### src/rtl/fp32_seq_multiplier_if.sv
// Operand/result handshake bundle for fp32_seq_multiplier.
interface fp32_seq_multiplier_if;
    logic        in_valid;
    logic        in_ready;
    logic [31:0] a;
    logic [31:0] b;
    logic        out_valid;
    logic        out_ready;
    logic [31:0] result;
    logic        overflow;
    logic        underflow;

    modport master (output in_valid, a, b, out_ready,
                    input  in_ready, out_valid, result, overflow, underflow);
    modport slave  (input  in_valid, a, b, out_ready,
                    output in_ready, out_valid, result, overflow, underflow);
endinterface

### src/rtl/fp32_seq_multiplier.sv
// Multi-cycle fp32 multiplier: 24-step shift-add significand product, one NORM cycle.
// Optional macro FP32_ROUND_NEAREST_EN selects round-to-nearest-even; default truncates.
module fp32_seq_multiplier #(
    parameter int          MUL_STEPS   = 24,
    parameter logic [31:0] NAN_PATTERN = 32'h7FC00000
) (
    input logic                  clk,
    input logic                  reset,
    fp32_seq_multiplier_if.slave bus
);
    typedef enum logic [1:0] {IDLE, MUL, NORM, DONE} state_t;

    state_t      r_state;
    logic [23:0] r_ma, r_mb;
    logic [47:0] r_acc;
    logic [4:0]  r_cnt;
    logic        r_sign;
    logic [7:0]  r_ea, r_eb;
    logic [31:0] r_result;
    logic        r_ovf, r_unf, r_out_valid, r_in_ready;

    assign bus.in_ready  = r_in_ready;
    assign bus.out_valid = r_out_valid;
    assign bus.result    = r_result;
    assign bus.overflow  = r_ovf;
    assign bus.underflow = r_unf;

    logic w_sign, w_a_nan, w_b_nan, w_a_inf, w_b_inf, w_a_zero, w_b_zero, w_invalid;
    assign w_sign    = bus.a[31] ^ bus.b[31];
    assign w_a_nan   = (&bus.a[30:23]) && (|bus.a[22:0]);
    assign w_b_nan   = (&bus.b[30:23]) && (|bus.b[22:0]);
    assign w_a_inf   = (&bus.a[30:23]) && !(|bus.a[22:0]);
    assign w_b_inf   = (&bus.b[30:23]) && !(|bus.b[22:0]);
    assign w_a_zero  = (bus.a[30:23] == 8'd0);
    assign w_b_zero  = (bus.b[30:23] == 8'd0);
    assign w_invalid = w_a_nan || w_b_nan || (w_a_inf && w_b_zero) || (w_b_inf && w_a_zero);

    logic signed [9:0] w_e_base, w_e, w_e_fin;
    logic [22:0]       w_frac, w_frac_fin;
`ifdef FP32_ROUND_NEAREST_EN
    logic              w_guard, w_sticky;
    logic [23:0]       w_frac_rnd;
`endif

    always_comb begin
        w_e_base = $signed({2'b00, r_ea} + {2'b00, r_eb} - 10'd127);
        if (r_acc[47]) begin
            w_frac = r_acc[46:24];
            w_e    = w_e_base + 10'sd1;
        end else begin
            w_frac = r_acc[45:23];
            w_e    = w_e_base;
        end
`ifdef FP32_ROUND_NEAREST_EN
        w_guard    = r_acc[47] ? r_acc[23] : r_acc[22];
        w_sticky   = r_acc[47] ? (|r_acc[22:0]) : (|r_acc[21:0]);
        w_frac_rnd = {1'b0, w_frac} + {23'd0, (w_guard && (w_sticky || w_frac[0]))};
        // carry out of the fraction renormalises to 1.0 x 2^(e+1)
        w_frac_fin = w_frac_rnd[22:0];
        w_e_fin    = w_frac_rnd[23] ? (w_e + 10'sd1) : w_e;
`else
        w_frac_fin = w_frac;
        w_e_fin    = w_e;
`endif
    end

    always_ff @(posedge clk or negedge reset) begin
        if (!reset) begin
            r_state     <= IDLE;
            r_ma        <= '0;
            r_mb        <= '0;
            r_acc       <= '0;
            r_cnt       <= '0;
            r_sign      <= 1'b0;
            r_ea        <= '0;
            r_eb        <= '0;
            r_result    <= '0;
            r_ovf       <= 1'b0;
            r_unf       <= 1'b0;
            r_out_valid <= 1'b0;
            r_in_ready  <= 1'b1;
        end else begin
            case (r_state)
                IDLE: if (bus.in_valid && r_in_ready) begin
                    r_in_ready <= 1'b0;
                    r_sign     <= w_sign;
                    r_ea       <= bus.a[30:23];
                    r_eb       <= bus.b[30:23];
                    r_ma       <= {1'b1, bus.a[22:0]};
                    r_mb       <= {1'b1, bus.b[22:0]};
                    if (w_invalid) begin
                        r_result <= NAN_PATTERN;
                        r_state  <= DONE;
                    end else if (w_a_inf || w_b_inf) begin
                        r_result <= {w_sign, 8'hFF, 23'h0};
                        r_state  <= DONE;
                    end else if (w_a_zero || w_b_zero) begin
                        r_result <= {w_sign, 31'h0};
                        r_state  <= DONE;
                    end else begin
                        r_acc   <= '0;
                        r_cnt   <= '0;
                        r_state <= MUL;
                    end
                end
                MUL: begin
                    if (r_mb[r_cnt])
                        r_acc <= r_acc + ({24'd0, r_ma} << r_cnt);
                    r_cnt <= r_cnt + 5'd1;
                    if (r_cnt == 5'(MUL_STEPS - 1))
                        r_state <= NORM;
                end
                NORM: begin
                    if (w_e_fin >= 10'sd255) begin
                        r_result <= {r_sign, 8'hFF, 23'h0};
                        r_ovf    <= 1'b1;
                    end else if (w_e_fin <= 10'sd0) begin
                        r_result <= {r_sign, 31'h0};
                        r_unf    <= 1'b1;
                    end else begin
                        r_result <= {r_sign, w_e_fin[7:0], w_frac_fin};
                    end
                    r_state <= DONE;
                end
                DONE: begin
                    // first DONE edge raises out_valid; handoff happens on a later edge
                    if (!r_out_valid) begin
                        r_out_valid <= 1'b1;
                    end else if (bus.out_ready) begin
                        r_out_valid <= 1'b0;
                        r_ovf       <= 1'b0;
                        r_unf       <= 1'b0;
                        r_in_ready  <= 1'b1;
                        r_state     <= IDLE;
                    end
                end
                default: r_state <= IDLE;
            endcase
        end
    end
endmodule

### src/flat_wrapper.sv
// flat-port wrapper written by rule: the top's interface ports become plain ports
module fp32_seq_multiplier_flat 
#(
    parameter int          MUL_STEPS   = 24,
    parameter logic [31:0] NAN_PATTERN = 32'h7FC00000
)
  (clk, reset, bus_in_valid, bus_a, bus_b, bus_out_ready, bus_in_ready, bus_out_valid, bus_result, bus_overflow, bus_underflow);
  fp32_seq_multiplier_if bus_i ();
  input logic clk;
  input logic reset;
  input wire logic [$bits(bus_i.in_valid)-1:0] bus_in_valid;
  input wire logic [$bits(bus_i.a)-1:0] bus_a;
  input wire logic [$bits(bus_i.b)-1:0] bus_b;
  input wire logic [$bits(bus_i.out_ready)-1:0] bus_out_ready;
  output wire logic [$bits(bus_i.in_ready)-1:0] bus_in_ready;
  output wire logic [$bits(bus_i.out_valid)-1:0] bus_out_valid;
  output wire logic [$bits(bus_i.result)-1:0] bus_result;
  output wire logic [$bits(bus_i.overflow)-1:0] bus_overflow;
  output wire logic [$bits(bus_i.underflow)-1:0] bus_underflow;
  assign bus_i.in_valid = bus_in_valid;
  assign bus_i.a = bus_a;
  assign bus_i.b = bus_b;
  assign bus_i.out_ready = bus_out_ready;
  assign bus_in_ready = bus_i.in_ready;
  assign bus_out_valid = bus_i.out_valid;
  assign bus_result = bus_i.result;
  assign bus_overflow = bus_i.overflow;
  assign bus_underflow = bus_i.underflow;
  fp32_seq_multiplier #(.MUL_STEPS(MUL_STEPS), .NAN_PATTERN(NAN_PATTERN)) u_core (.clk(clk), .reset(reset), .bus(bus_i));
endmodule
### config.mk
export PLATFORM = sky130hd
export DESIGN_NAME = fp32_seq_multiplier_flat
export DESIGN_NICKNAME = d
export VERILOG_FILES = /design/src/rtl/fp32_seq_multiplier_if.sv /design/src/rtl/fp32_seq_multiplier.sv /design/src/flat_wrapper.sv
export SDC_FILE = /design/constraint.sdc
export NUM_CORES = 1
export LEC_CHECK = 0
export CAP_MARGIN = 20
export CORE_MARGIN = 5
export CORE_UTILIZATION = 55
export CTS_BUF_LIST = sky130_fd_sc_hd__clkbuf_8
export DETAILED_ROUTE_END_ITERATION = 8
export GPL_TIMING_DRIVEN = 0
export HOLD_SLACK_MARGIN = 0.08
export PLACE_DENSITY_LB_ADDON = 0.12
export RECOVER_POWER = 50
export SYNTH_ARGS = -nofsm -noshare
export SYNTH_HDL_FRONTEND = slang
export SYNTH_SLANG_ARGS = --single-unit
### constraint.sdc
create_clock -name clk -period 10.19 [get_ports clk]
set_clock_uncertainty 0.2 [all_clocks]
set_input_delay 1.019 -clock clk [delete_from_list [all_inputs] [get_ports clk]]
set_output_delay 1.019 -clock clk [all_outputs]
set_load 0.05 [all_outputs]
-- After elaboration in Yosys (flattened, before gate mapping)
Cells that the tools add are included.
- bits in registers: 156
- output and inout bits: 36
- add/sub/neg operators: 5
- $lt $le $gt $ge: 3
- eq/ne operators: 16
- shifts and indexed selects: 1
- multiplexer cells: 43
- bitwise gates (word level): 1
- reductions and logical operators: 33
- operator list (cell ; count):
    $mux W48 ; 5
    $mux W32 ; 4
    $pmux W48 S2 ; 1
    $pmux W32 S2 ; 1
    $mux W31 ; 2
    $add A48 B48 Y48 ; 1
    $shl A24 B5 Y48 ; 1
    $reduce_or A23 Y1 ; 2
    $mux W23 ; 1
    $mux W5 ; 4
    $logic_not A8 Y1 ; 2
    $reduce_and A8 Y1 ; 2
    $mux W2 ; 7
    $ne A2 B1 Y1 const B ; 6
    $reduce_and A4 Y1 ; 3
    $mux W1 ; 11
    $add A10 B2 Y10 const B ; 1
    $ge A10 B9 Y1 const B ; 1
    $le A10 B1 Y1 const B ; 1
    $mux W10 ; 1
    $ne A2 B2 Y1 const B ; 5
    $pmux W5 S2 ; 1
    $reduce_and A5 Y1 ; 2
    $sub A10 B7 Y10 const B ; 1
    19 further kinds ; 36

-- Logic depth before layout (Yosys ltp)
Gate-level depths: netlist of the first run.
- word-level depth: 9
- gate-level depth with buffers: 22
- gate-level depth less buffers: 19

-- Worst setup path after synthesis of the first run
Ideal clock, no wire load.
- kind: register to register
- from: register u_core.r_cnt[0]
- to: register u_core.r_acc[47]
- setup time: 96 ps
- data arrival time: 5108 ps
- required time: 9894 ps
- slack: 4786 ps
- cell stages (with the launch flop): 19
- buffers on the path: 4
- cells stage by stage: dfrtp_1 -> buf_2 -> clkbuf_1 -> buf_1 -> mux4_2 -> a21oi_1 -> mux2_2 -> a21oi_1 -> ha_1 -> and3_1 -> clkbuf_1 -> a221o_1 -> o211a_1 -> nor4bb_1 -> nor3b_1 -> o41ai_1 -> a2111oi_0 -> a311oi_1 -> o31ai_1
- cells in the longest elaborated chain, start to end: 4
- ends and longest elaborated chain (what ; RTL line ; source):
    start, declared ; fp32_seq_multiplier.sv:16 ; logic [4:0] r_cnt;
    start signal, assigned ; fp32_seq_multiplier.sv:109 ; r_cnt <= r_cnt + 5'd1;
    $shl A24 B5 Y48 or $bmux W1 S5 (tied branches) ; fp32_seq_multiplier.sv:108, fp32_seq_multiplier.sv:107 ;
    $add A48 B48 Y48 or $mux W1 (tied branches) ; fp32_seq_multiplier.sv:108, fp32_seq_multiplier.sv:107 ;
    $mux W48 or $ne A2 B1 Y1 (tied branches) ; n/a ;
    $pmux W48 S2 or $reduce_and A6 Y1 (tied branches) ; n/a ;
    end signal, assigned ; fp32_seq_multiplier.sv:108 ; r_acc <= r_acc + ({24'd0, r_ma} << r_cnt);
    end, declared ; fp32_seq_multiplier.sv:15 ; logic [47:0] r_acc;
Several ways; a longest one is shown, not always the timed one. The select of a mux whose other input is x is not followed.
A chain may end at the register's enable or synchronous reset.

-- Worst setup path in the final report of the first run
Same ends and word-level chain as after synthesis.

==> results.ini, run 1 <==
[clocking]
clock_latency_ps=470
cts_buffers=17
cts.sinks=155
cts_tree=done
ctsResizeCount=0
clockRootBuffer=clkbuf_8
holdBufCountCts=0
postCtsSetupRepairBufs=0
cts_buffer_depth=2
cts.reportedPaths.clkPinSlew_ps=90
htreeDepth=4

[finish]
nets=1537
insertedDiodeCount=0
drive_gt1_share_pct=10.7
area_growth_pct=15.5
fillers=1814
post-route-util_pct=64.0

[critical_path]
crit_end=u_core.r_acc[47]$_DFFE_PN0P_
start_kind=flop
crit_path_end_kind=flop
reg2reg_depth=20
crit_type=flop to flop
cp_max_fo=10
r2r_setup_slack_ps=3470
r2r_end=u_core.r_acc[47]$_DFFE_PN0P_
required_ps=10350
cp-startpoint=u_core.r_cnt[0]$_DFFE_PN0P_
arrival_ps=6880
r2r_start=u_core.r_cnt[0]$_DFFE_PN0P_

[synthesis]
synthAdderAreaFrac_pct=7.08
synth_cells=1282
muxShareOfSynthArea_pct=15.6
synth_nets=1414
synthTopCellsByArea=dfrtp_1 (33%), mux2_2 (7.8%), ha_1 (6.7%), nand2_1 (5.3%), mux2i_1 (4.9%)
yosysSeqAreaShare_pct=33.7
synth_top_family_by_area=compound AO/OA/AOI/OAI gates
ys_types=79
yosysTopAreaCell=dfrtp_1
ys_async_sr_fraction_pct=100
synth-xor-area-share_pct=4.18
avgSynthCellArea_um2=8.99
dominantRegCellSynth=dfrtp_1
synth_area_mm2=0.0115
synth_seq_cells=155
synth-simple-area-share_pct=16.3
synth_compound_gate_area_share_pct=19.9
yosysWarnings=0
synth-edff-count=0
synth_top_cell_area_share_pct=33.4

[floorplanning]
dieArea_mm2=0.0240
core_mm2=0.0208
num_rows=53
ios=104
fp.dieW_um=155
die_h_um=155
initial_core_util_pct=55.4

[grt]
grt_pass1_vias=9705
antenna_found_initial=0
grt_first_pass_wirelength_mm=51.5
grt_max_degree=80
grt_use_total_pct=26.5
grt-ovfl-total=0

[timing]
hold_viol_final=0
setup-violations-final=0
tns_ps=0
slew_headroom_pct=-195
worstMarginPinSlew_ps=4430
slew_violations=77
fin_crit_sh_pct=65.9
rsz0062_at_grt=false
period_needed_ps=6720
hold_ws_ps=289
max_freq_ghz=0.149
setup_ws_ps=3470

[drt]
vias_per_cell=6.02
wl_per_cell_um=18.5
vias=10195
wl_mm=31.3
drc=0
firstDrtPassIters=5
drt_iter0_drc=719
ant_nets=0

[job]
drv_cap=1

[pwr]
power_density_mw_per_mm2=85.3
ir_worst_vdd_mv=0.0727
p_leak_nw=5.76

[status]
violations=capacitance limit, slew limit
outcome=finished, violations left

[worst_hold_path]
hold_class=flop to flop

[place]
io_buffers=103
gp_congestion=0.925
dp_hpwl_mm=24.9
dp_slack_ps=3580

## logic make-up (layout without fill, tap and decap cells)
logic type,after synthesis,in the layout
and+or+nand+nor,402,402
xor gates and xnor gates,55,55
muxes,151,151
buffers and inverters,99,235
DFF,155,155
adders and majority gates,64,64
AOI/OAI and AO/OA,356,356
## worst max-delay path, stage by stage, from the launching register on
cell and delay, ps:
dfrtp_1 480, buf_2 360, clkbuf_1 530, clkbuf_1 490
nand2_1 190, o21ai_0 410, o21ai_0 240, o21ai_0 280
nor2_1 80, a21oi_1 200, ha_1 320, and3_1 200
clkbuf_1 150, a221o_1 340, o211a_1 250, nor4bb_1 240
nor3b_1 560, o41ai_1 300, a2111oi_0 440, a311oi_1 100
o31ai_1 240
## metrics by stage
step	instances	total power, mW	instance area [um2]
after floorplan	1282	0.632	11500
after global placement	1660	0.678	12900
after detailed placement	1661	0.679	12900
after CTS	1693	1.15	13300
after global routing	1693	1.18	13300
final	1693	1.14	13300
## flip-flops by register name, summed over array words and instances (netlist names)
| signal | flops |
|---|---|
| u_core.r_ma | 23 |
| u_core.r_sign | 1 |
| u_core.r_state | 2 |
| u_core.bus.overflow | 1 |
| u_core.r_eb | 8 |
| u_core.bus.result | 32 |
| u_core.bus.underflow | 1 |
| u_core.bus.in_ready | 1 |
| u_core.bus.out_valid | 1 |
| u_core.r_acc | 48 |
| u_core.r_ea | 8 |
| u_core.r_mb | 24 |
| u_core.r_cnt | 5 |
## report_power, final
group / total [mW] / switching (mW) / leakage (nW) / internal, mW
Sequential: 0.615 / 0.000201 / 2.11 / 0.615
Clock: 0.471 / 0.280 / 0.202 / 0.191
Combinational: 0.0507 / 0.0246 / 3.44 / 0.0261
Total: 1.14 / 0.305 / 5.76 / 0.832
## layout make-up
cell class                      instances  area, um2  share of cell area (%)
Multi-Input combinational cell       1028       7260                    54.5
Buffer                                 74        293                    2.20
Clock buffer                           18        248                    1.86
Sequential cell                       155       3880                    29.1
Clock inverter                         14        148                    1.11
Timing Repair Buffer                  104       1050                    7.90
Tap cell                              275        344                    2.58
Inverter                               25       93.8                   0.704
## worst min-delay path by stage
| stage | startpoint | end | cells past startpoint |
|---|---|---|---|
| 4_1_cts | u_core.r_acc[3]$_DFFE_PN0P_ | u_core.r_acc[3]$_DFFE_PN0P_ | 2 |
| 3_3_place_gp | u_core.bus.result[31]$_DFFE_PN0P_ | u_core.bus.result[31]$_DFFE_PN0P_ | 2 |
| 6_report | u_core.bus.result[6]$_DFFE_PN0P_ | u_core.bus.result[6]$_DFFE_PN0P_ | 2 |
| 5_1_grt | u_core.r_acc[18]$_DFFE_PN0P_ | u_core.r_acc[18]$_DFFE_PN0P_ | 2 |
| 2_1_floorplan | u_core.r_acc[7]$_DFFE_PN0P_ | u_core.r_acc[7]$_DFFE_PN0P_ | 2 |
| 3_5_place_dp | u_core.r_acc[3]$_DFFE_PN0P_ | u_core.r_acc[3]$_DFFE_PN0P_ | 2 |
## metal layers
metal / GRT usage, % / share of wire [%]
met5: 0 / 0
met1: 38.6 / 48
met2: 41.7 / 45
met3: 4.67 / 5.5
met4: 6.01 / 1.7
## layout by cell type (no fill, tap or decap), drive strengths merged, types with 56 or more instances in the layout
master / n
ha: 62
nand2: 162
clkbuf: 77
o21ai: 111
dfrtp: 154
nor2: 89
a21oi: 74
mux2i: 56
clkdlybuf4s50: 100
mux2: 80
## cells in the mapped netlist, types with 14 or more instances
master / instances
xor2_1: 29
inv_1: 22
mux2i_1: 56
o22ai_1: 17
a31oi_1: 14
o31ai_1: 29
ha_1: 62
nand2_1: 162
o21ai_0: 88
xnor2_1: 26
mux2_2: 80
a21oi_1: 72
nor3_1: 19
mux4_2: 15
clkbuf_1: 58
nand3_1: 28
nand4_1: 14
nor2_1: 89
nor4_1: 18
dfrtp_1: 154
a21o_1: 31
o21ai_1: 23
Note: power is estimated with default switching activity, not from simulation.
==> inputs of run 2 (changes only) <==
clock period = 6.4 ns   (was 10.19 ns; I/O delays follow)
==> run 2 against run 1 <==
Net effect:
- the run still ends with capacitance limit, slew limit left
- wire length increased by 0.39%
- setup slack got worse by 3000 ps
- die area did not move
- clock power is 59% higher
- non-clock buffer count unchanged
- maximum frequency up 13%
- count of clock-buffer cells in the layout unchanged
- critical path type unchanged
==> results.ini, run 2 (synthesis gave the netlist of run 1 again) <==
[critical_path]
reg2reg_depth=20  ; unchanged
r2r_start=u_core.r_cnt[1]$_DFFE_PN0P_
r2r_setup_slack_ps=480  ; -3000 ps
arrival_ps=6090  ; -790 ps
cp_max_fo=10  ; unchanged
r2r_end=u_core.r_acc[47]$_DFFE_PN0P_
start_kind=flop
required_ps=6560  ; -3790 ps
crit_path_end_kind=flop
crit_type=flop to flop

[drt]
drt_iter0_drc=775  ; +7.8%
vias=10203  ; +0.078%
wl_mm=31.4  ; +0.39%
firstDrtPassIters=5  ; unchanged
vias_per_cell=6.03  ; about the same
drc=0  ; unchanged
wl_per_cell_um=18.5  ; +0.39%
ant_nets=0  ; unchanged

[finish]
nets=1537  ; unchanged
area_growth_pct=15.7
drive_gt1_share_pct=11.0  ; +0.28 points
insertedDiodeCount=0  ; unchanged
largest_register=u_core.r_acc
final_cell_mix=nand2_1 (162), dfrtp_1 (154), clkdlybuf4s50_1 (92)
largest_register_ffs=48  ; unchanged
post-route-util_pct=64.1  ; +0.11 points
fin_cells=1693  ; unchanged
final_common_cell=nand2_1

[place]
dp_hpwl_mm=24.9  ; unchanged
io_buffers=103  ; unchanged
place_inst=1661  ; unchanged
gp_congestion=0.925  ; unchanged

[timing]
fin_crit_sh_pct=92.5  ; +27 points
hold_viol_final=0  ; unchanged
slew_headroom_pct=-196  ; -0.87 points
worstMarginPinSlew_ps=4440  ; +13.0 ps
setup-violations-final=0  ; unchanged
slew_violations=77  ; unchanged
period_needed_ps=5920  ; -795 ps
max_freq_ghz=0.169  ; +13%
rsz0062_at_grt=false

[pwr]
ir_worst_vdd_mv=0.116  ; +59%
p_seq_share_pct=54.1  ; about the same
comb_power_share_pct=4.5  ; about the same
power_density_mw_per_mm2=136  ; +59%
p_leak_nw=5.81  ; +0.81%
power_switching_uw=487  ; +60%
intPower_mw=1.32  ; +59%
p_clk_share_pct=41.4  ; about the same
switching_share_pct=26.9  ; +0.054 points

[grt]
grt_first_pass_wirelength_mm=51.5  ; about the same
use_met2_pct=41.7  ; about the same
globalRouteMet1Util_pct=38.5  ; about the same
grtUsageMet3_pct=4.67  ; unchanged
grt_pass1_vias=9720  ; +0.15%
busiest_layer=met2
grt_max_degree=80  ; unchanged
grt-ovfl-total=0  ; unchanged
grt_use_total_pct=26.5  ; about the same
antenna_found_initial=0  ; unchanged

[floorplanning]
ios=104  ; unchanged
die_h_um=155  ; unchanged
dieArea_mm2=0.0240  ; unchanged
fp.dieW_um=155  ; unchanged
initial_core_util_pct=55.4  ; unchanged
core_mm2=0.0208  ; unchanged
num_rows=53  ; unchanged

[status]
violations=capacitance limit, slew limit
outcome=finished, violations left

[clocking]
clock_latency_ps=470  ; about the same
cts.reportedPaths.clkPinSlew_ps=90  ; about the same
cts.sinks=155  ; unchanged
cts_buffers=17  ; unchanged
postCtsSetupRepairBufs=0  ; unchanged
htreeDepth=4  ; unchanged
clockRootBuffer=clkbuf_8
cts_buffer_depth=2  ; unchanged
cts_tree=done

[worst_hold_path]
whs_endpoint=u_core.bus.result[3]$_DFFE_PN0P_
hold_class=flop to flop
worst_hold_startpoint=u_core.bus.result[3]$_DFFE_PN0P_
whs_path_depth=2  ; unchanged

[job]
drv_cap=1  ; unchanged

-- run 2: changes by cell type in the layout (fill, tap and decap cells not counted), sizes merged --
cell,before,now
dlygate4sd3,2,11
buf,17,16
clkdlybuf4s50,100,92
-- run 2: repair_timing --
item / CTS / global route
endpoints found under the hold margin: 75 / 0
hold buffers: 1 / 0
pin swaps: 0 / 0
gates resized for setup: 1 / 6
setup endpoints to repair: 5 / 4
-- run 2: worst max-delay path: stages (launching register included) --
cell and delay (ps):
dfrtp_1 370, clkbuf_1 430, clkbuf_1 470, clkbuf_1 380, nand2_1 80, o21ai_0 190, o21ai_0 240, o21ai_0 270
nor2_1 70, a21oi_1 210, ha_1 320, and3_1 200, clkbuf_1 150, a221o_1 350, o211a_1 260, nor4bb_1 290
nor3b_2 400, o41ai_2 200, a2111oi_0 420, a311oi_1 100, o31ai_1 220
-- run 2: area by class of cell --
cell class	count	area (um2)
Fill cell	1813	7480
Clock inverter	14	148
Sequential cell	155	3880
Clock buffer	18	248
Timing Repair Buffer	105	1060
Inverter	25	93.8
Buffer	73	294
Multi-Input combinational cell	1028	7280
Tap cell	275	344
-- run 2: how the worst max path moves through the flow --
stage,start,end,depth (start not counted)
final,u_core.r_cnt[1]$_DFFE_PN0P_,u_core.r_acc[47]$_DFFE_PN0P_,20
after global placement,reset,u_core.r_acc[14]$_DFFE_PN0P_,1
after detailed placement,u_core.r_cnt[0]$_DFFE_PN0P_,u_core.r_acc[44]$_DFFE_PN0P_,19
after floorplan,u_core.r_cnt[0]$_DFFE_PN0P_,u_core.r_acc[47]$_DFFE_PN0P_,18
after CTS,u_core.r_cnt[0]$_DFFE_PN0P_,u_core.r_acc[47]$_DFFE_PN0P_,19
after global routing,u_core.r_cnt[1]$_DFFE_PN0P_,u_core.r_acc[47]$_DFFE_PN0P_,20
-- run 2: metrics by stage --
| step | hold slack (ps) | total power [mW] | TNS (ps) | instance area [um2] | setup slack [ps] |
|---|---|---|---|---|---|
| floorplan | 144 | 1.01 | 0 | 11500 | 996 |
| global placement | 265 | 1.08 | -295550 | 12900 | -1930 |
| detailed placement | 274 | 1.08 | -613 | 12900 | -207 |
| CTS | 295 | 1.82 | 0 | 13300 | 154 |
| global route | 315 | 1.88 | 0 | 13300 | 49.2 |
| finish | 285 | 1.81 | 0 | 13300 | 479 |
-- run 2: power by group through the flow --
stage                     combinational (mW)  clock [mW]  sequential [mW]
after floorplan                      0.00465           0             1.00
after CTS                             0.0832       0.761            0.980
final                                 0.0818       0.751            0.980
after global routing                  0.0895       0.808            0.980
after global placement                0.0796           0             1.00
after detailed placement              0.0824           0            0.999
-- run 2: layer usage --
| metal | share of wire (%) | routed length (um) | vias up |
|---|---|---|---|
| met1 | 47 | 14800 | 4849 |
| met3 | 6.2 | 1940 | 45 |
| met2 | 45 | 14100 | 317 |
| met5 | 0 | 0 | - |
| li1 | - | - | 4992 |
| met4 | 1.8 | 562 | 0 |
